[src/rtl/multi_mul_sched.sv]
// multi_mul_sched: steps one multi_mul column-multiplier array through a full kernel pass.
// Optional stall counter on o_stall_cnt: define MULTI_MUL_SCHED_PERF_CNT_EN.
module multi_mul_sched #(
  parameter int NO_COL_KERNEL = 5,
  parameter int REG_WIDTH     = 32,
  parameter int MUL_LATENCY   = 2
) (
  input  logic                     i_clk,
  input  logic                     i_rst,
  input  logic                     i_start,
  input  logic                     i_abort,
  input  logic [2:0]               i_cfg_kernel_cols,
  input  logic [REG_WIDTH-1:0]     i_cfg_pix_cnt,
  input  logic [NO_COL_KERNEL-1:0] i_cfg_core_mask,
  input  logic                     i_wcol_valid,
  output logic                     o_wcol_ready,
  input  logic                     i_pix_valid,
  output logic                     o_pix_ready,
  input  logic                     i_mul_ready,
  output logic                     o_enable_colw,
  output logic                     o_enable_colip,
  output logic [NO_COL_KERNEL-1:0] o_enable_core,
  output logic [2:0]               o_kercol_idx,
  output logic                     o_out_valid,
  output logic                     o_busy,
  output logic                     o_done,
  output logic [REG_WIDTH-1:0]     o_stall_cnt
);

  typedef enum logic [2:0] {
    S_IDLE, S_WLOAD, S_ISSUE, S_NEXT, S_DRAIN, S_DONE
  } state_t;

  localparam logic [2:0] KCOLS_MAX = 3'(NO_COL_KERNEL);

  state_t                   r_state, w_state_next;
  logic [2:0]               r_kcols, r_col_idx, w_kcols_clamped;
  logic [REG_WIDTH-1:0]     r_pix_cnt, r_pix_idx;
  logic [NO_COL_KERNEL-1:0] r_mask;
  logic [MUL_LATENCY-1:0]   r_sr;
  logic                     w_start_acc, w_wcol_xfer, w_issue;
  logic                     w_last_pix, w_last_col, w_abort;

  // Abort outranks start and every handshake in the same cycle.
  assign w_abort     = i_abort && (r_state != S_IDLE);
  assign w_start_acc = (r_state == S_IDLE) && i_start && !i_abort;
  assign w_wcol_xfer = (r_state == S_WLOAD) && i_wcol_valid && !i_abort;
  assign w_issue     = (r_state == S_ISSUE) && i_pix_valid && i_mul_ready && !i_abort;
  assign w_last_pix  = (r_pix_idx == r_pix_cnt - REG_WIDTH'(1));
  assign w_last_col  = (r_col_idx == r_kcols - 3'd1);
  assign w_kcols_clamped = ((i_cfg_kernel_cols == 3'd0) || (i_cfg_kernel_cols > KCOLS_MAX))
                           ? KCOLS_MAX : i_cfg_kernel_cols;

  always_comb begin
    w_state_next   = r_state;
    o_wcol_ready   = 1'b0;
    o_pix_ready    = 1'b0;
    o_enable_colw  = 1'b0;
    o_enable_colip = 1'b0;
    o_enable_core  = '0;
    case (r_state)
      S_IDLE: if (w_start_acc) w_state_next = S_WLOAD;
      S_WLOAD: begin
        o_wcol_ready  = !i_abort;
        o_enable_colw = w_wcol_xfer;
        o_enable_core = r_mask;
        if (w_wcol_xfer) w_state_next = (r_pix_cnt == '0) ? S_NEXT : S_ISSUE;
      end
      S_ISSUE: begin
        o_enable_colw  = 1'b1;
        o_pix_ready    = i_mul_ready && !i_abort;
        o_enable_colip = w_issue;
        o_enable_core  = r_mask;
        if (w_issue && w_last_pix) w_state_next = S_NEXT;
      end
      S_NEXT:  w_state_next = w_last_col ? S_DRAIN : S_WLOAD;
      S_DRAIN: if (r_sr == '0) w_state_next = S_DONE;
      S_DONE:  w_state_next = S_IDLE;
      default: w_state_next = S_IDLE;
    endcase
    if (w_abort) w_state_next = S_IDLE;
  end

  always_ff @(posedge i_clk or posedge i_rst) begin
    if (i_rst) begin
      r_state   <= S_IDLE;
      r_kcols   <= '0;
      r_pix_cnt <= '0;
      r_mask    <= '0;
      r_col_idx <= '0;
      r_pix_idx <= '0;
    end else begin
      r_state <= w_state_next;
      if (w_start_acc) begin
        r_kcols   <= w_kcols_clamped;
        r_pix_cnt <= i_cfg_pix_cnt;
        r_mask    <= i_cfg_core_mask;
      end
      if (w_state_next == S_IDLE)
        r_col_idx <= '0;
      else if ((r_state == S_NEXT) && !w_last_col)
        r_col_idx <= r_col_idx + 3'd1;
      if (w_wcol_xfer)
        r_pix_idx <= '0;
      else if (w_issue)
        r_pix_idx <= r_pix_idx + REG_WIDTH'(1);
    end
  end

  // Issue strobes travel down r_sr; the tail marks a valid product.
  generate
    if (MUL_LATENCY == 1) begin : g_sr_single
      always_ff @(posedge i_clk or posedge i_rst) begin
        if (i_rst)        r_sr <= '0;
        else if (w_abort) r_sr <= '0;
        else              r_sr <= w_issue;
      end
    end else begin : g_sr_multi
      always_ff @(posedge i_clk or posedge i_rst) begin
        if (i_rst)        r_sr <= '0;
        else if (w_abort) r_sr <= '0;
        else              r_sr <= {r_sr[MUL_LATENCY-2:0], w_issue};
      end
    end
  endgenerate

`ifdef MULTI_MUL_SCHED_PERF_CNT_EN
  logic [REG_WIDTH-1:0] r_stall_cnt;

  always_ff @(posedge i_clk or posedge i_rst) begin
    if (i_rst)
      r_stall_cnt <= '0;
    else if (w_start_acc)
      r_stall_cnt <= '0;
    else if ((r_state == S_ISSUE) && !(i_pix_valid && i_mul_ready) && (r_stall_cnt != '1))
      r_stall_cnt <= r_stall_cnt + REG_WIDTH'(1);
  end

  assign o_stall_cnt = r_stall_cnt;
`else
  assign o_stall_cnt = '0;
`endif

  assign o_kercol_idx = r_col_idx;
  assign o_out_valid  = r_sr[MUL_LATENCY-1];
  assign o_busy       = (r_state != S_IDLE);
  assign o_done       = (r_state == S_DONE);

endmodule

[config.mk]
export PLATFORM = sky130hd
export DESIGN_NAME = multi_mul_sched
export DESIGN_NICKNAME = d
export VERILOG_FILES = /design/src/rtl/multi_mul_sched.sv
export SDC_FILE = /design/constraint.sdc
export NUM_CORES = 1
export LEC_CHECK = 0
export BUFFER_PORTS_ARGS = -buffer_cell sky130_fd_sc_hd__buf_4
export CAP_MARGIN = 20
export CORE_AREA = 5 5 108 110
export CTS_CLUSTER_SIZE = 24
export DETAILED_ROUTE_END_ITERATION = 8
export DIE_AREA = 0 0 113 115
export PLACE_DENSITY = 0.71
export RECOVER_POWER = 100
export SYNTH_ARGS = -nofsm -noshare
export SYNTH_HDL_FRONTEND = slang
export SYNTH_SLANG_ARGS = --single-unit
[constraint.sdc]
create_clock -name i_clk -period 2.6 [get_ports i_clk]
set_clock_uncertainty 0.15 [all_clocks]
set_input_delay 0.13 -clock i_clk [delete_from_list [all_inputs] [get_ports i_clk]]
set_output_delay 0.13 -clock i_clk [all_outputs]
set_load 0.01 [all_outputs]
==> results.yml <==
synth:
  synth-xor-area-share_pct: 13.58
  seq_area_frac_synth_pct: 39.45
  synth_compound_gate_area_share_pct: 6.164
  syn_avg_cell_area_sq_um: 9.970
  synth_area_sq_um: 5075
  synth_edf_count: 0
  synth_cell_type_count: 68
  synth_top_family_by_area: "simple AND/OR/NAND/NOR gates"
  synthArstFlopShare_pct: 100.0
  synth-simple-area-share_pct: 23.27
  synth-main-ff-cell: "dfrtp_1"
  ys_ff_latch: 80
  synthCells: 509
  synthAdderAreaFrac_pct: 1.183
  synth_mux_area_share_pct: 8.826
  yosys_warnings: 0
clocking:
  cts_tree: "yes"
  cts_max_level: 3
  clk-insertion-delay-late_ns: 0.36
  post-cts-setup-buffers: 0
  clkTransAtPathRegs_ns: 0.08
  numCtsBuffers: 9
  root_buffer: "clkbuf_8"
  clk_path_buf_depth: 2
  clkSinkCount: 80
sta:
  relSlewSlack_pct: -4.757
  clock.fmax_ghz: 0.4006
  rsz0062_at_grt: "true"
  tns_ns: 0
  setup_viol: 0
  worst_hold_slack_ns: 0.009130
  post-route-min-period_ns: 2.496
  fin_crit_sh_pct: 96.01
  finalMaxSlewViolations: 38
  worst_slew_pin_slew_ns: 1.563
  timing.final.hold_violations: 0
status:
  violations: "max-capacitance violations, max-slew violations"
  status: "complete, but fails checks"
flow_run:
  maxCapViolations: 1
placement:
  dpl_cell_area_sq_um: 5724
  gp_congestion: 0.9626
  dp.final_hpwl_mm: 9.100
  port_buffers: 61
floorplanning:
  core_area_sq_um: 10600
  initial_core_util_pct: 47.86
  die_x_um: 113
  rows: 38
  die_area_sq_um: 13000
  io_pins: 94
  die_y_um: 115
cells_and_area:
  drive_gt1_share_pct: 23.79
  fillers: 901
  antenna_cells: 0
  finish.instance_area_sq_um: 6325
  multi_input_area_sq_um: 2835
  mostFrequentLayoutCell: "dfrtp_1"
  num-nets-final: 685
  area_delta_synth_final_pct: 24.63
  mostFrequentLayoutCells: "dfrtp_1 (80), buf_4 (70), nor2_1 (50), xnor2_1 (45), dlygate4sd3_1 (44)"
  seqCellArea_sq_um: 2002
power:
  ir_drop_mv: 0.4440
  power_mw: 5.253
  p_per_area_nw_per_um2: 830.6
  leakagePower_nw: 2.754
global_routing:
  grtUsageTotal_pct: 19.94
  grt_first_pass_wirelength_mm: 20.72
  overflow: 0
  antenna_found_initial: 0
  grt_start_max_net_pins: 45
  grt_pass1_vias: 4209
worst_hold_path:
  hold_class: "primary input to flip-flop"
  min-delay-start: "i_wcol_valid"
critical_path:
  critPathSlowestCell: "or4_1"
  cp_data_required_time_ns: 2.74
  r2r_start: "r_pix_cnt[2]"
  worstSetupStartpointType: "flip-flop"
  end_kind: "flip-flop"
  startpoint: "r_pix_cnt[2]"
  worstPathArrival_ns: 2.64
  critPathMaxStageDelay_ns: 0.63
  cp_max_fo: 8
  cp_cell_sequence: "or4_1 -> nor2_1 -> nand3_1 -> or3_1 -> a31oi_1 -> nand4_1 -> o21ai_1"
  critPathKind: "flip-flop to flip-flop"
routing:
  drtIter0Drc: 204
  wl_mm: 12.30
  dr.pass1.iters: 5
  drc: 0
  wl_per_cell_um: 15.79
  vias_per_cell: 5.330
  antenna_left: 0
  vias: 4152
[power breakdown]
group	switching, mW	internal [mW]
registers	0.464	1.60
logic	1.08	1.12
clock network	0.455	0.537
total	2.00	3.26
[cell usage after synthesis (10+ instances only)]
master / count / share of area, %
nand3_1: 13 / 1.3
buf_4: 34 / 5.0
clkbuf_1: 12 / 0.89
nor3_1: 11 / 1.1
nand2_1: 26 / 1.9
inv_1: 14 / 1.0
nand4_1: 13 / 1.6
xor2_1: 31 / 5.4
dfrtp_1: 80 / 39
mux2_2: 37 / 8.2
xnor2_1: 45 / 7.8
a21oi_1: 11 / 1.1
nor2_1: 50 / 3.7
nor4_1: 10 / 1.2
and2_1: 10 / 1.2
[state kept, by name, indices dropped and copies added (netlist names)]
signal        flops
o_kercol_idx      3
r_sr              2
r_pix_idx        32
r_pix_cnt        32
r_mask            5
r_state           3
r_kcols           3
[per-stage QoR]
step / utilization, % / setup slack [ns] / std cells
after floorplan: - / 0.2061 / 540
after global placement: 53.99 / 0.1848 / 719
after detailed placement: 53.99 / 0.06298 / 719
after CTS: 60.14 / 0.04745 / 779
after global routing: 59.65 / -0.005985 / 779
final: 59.65 / 0.1038 / 779
[timing repair]
action                     4_1_cts  5_1_grt
setup endpoints to repair        0        5
resized for setup                0        7
hold buffers                    44        0
hold endpoints to repair        78        0
[cell type report]
class / count / share of cell area [%]
clock buffers: 10 / 2.018
inverters: 15 / 0.9100
repair buffers: 132 / 16.50
clock inverters: 6 / 1.325
flip-flops and latches: 80 / 31.65
multi-input cells: 396 / 44.83
well taps: 140 / 2.770
[worst max-delay path, delay by kind of cell (launching register included)]
| kind | cells | cell delay [ns] |
|---|---|---|
| flops | 1 | 0.47 |
| simple gates | 5 | 1.47 |
| compound gates | 2 | 0.33 |
[metal layers]
metal  part of all wire (%)  wire (um)  track usage [%]  vias up
met1                     44       5373            26.10     2017
met2                     48       5924            33.06      133
met3                    5.8        708            3.895       27
li1                       -          -                -     1975
met4                    2.4        292            7.292        0
met5                      0          0                0        -
[path summary, 6_finish.rpt]
| kind | to | slack, ns | cells past startpoint |
|---|---|---|---|
| worst max register to register | r_state[0] | 0.10 | 7 |
| max in group asynchronous | r_pix_idx[15] | 0.44 | 4 |
| min in group asynchronous | r_mask[3] | 0.54 | 3 |
| worst min-delay path | r_state[1] | 0.009 | 3 |
| worst min register to register | r_kcols[1] | 0.34 | 2 |
| worst max-delay path | r_state[0] | 0.10 | 7 |
[kinds of logic (layout without fill, tap and decap cells)]
kind of cell    Yosys count  count (layout)
simple gates            196             196
fa+ha+maj                 5               5
xor+xnor                 77              77
mux                      40              40
other cells               1              32
compound gates           46              46
flops                    80              80
buf+inv                  64             163
Note: power is estimated with default switching activity, not from simulation.
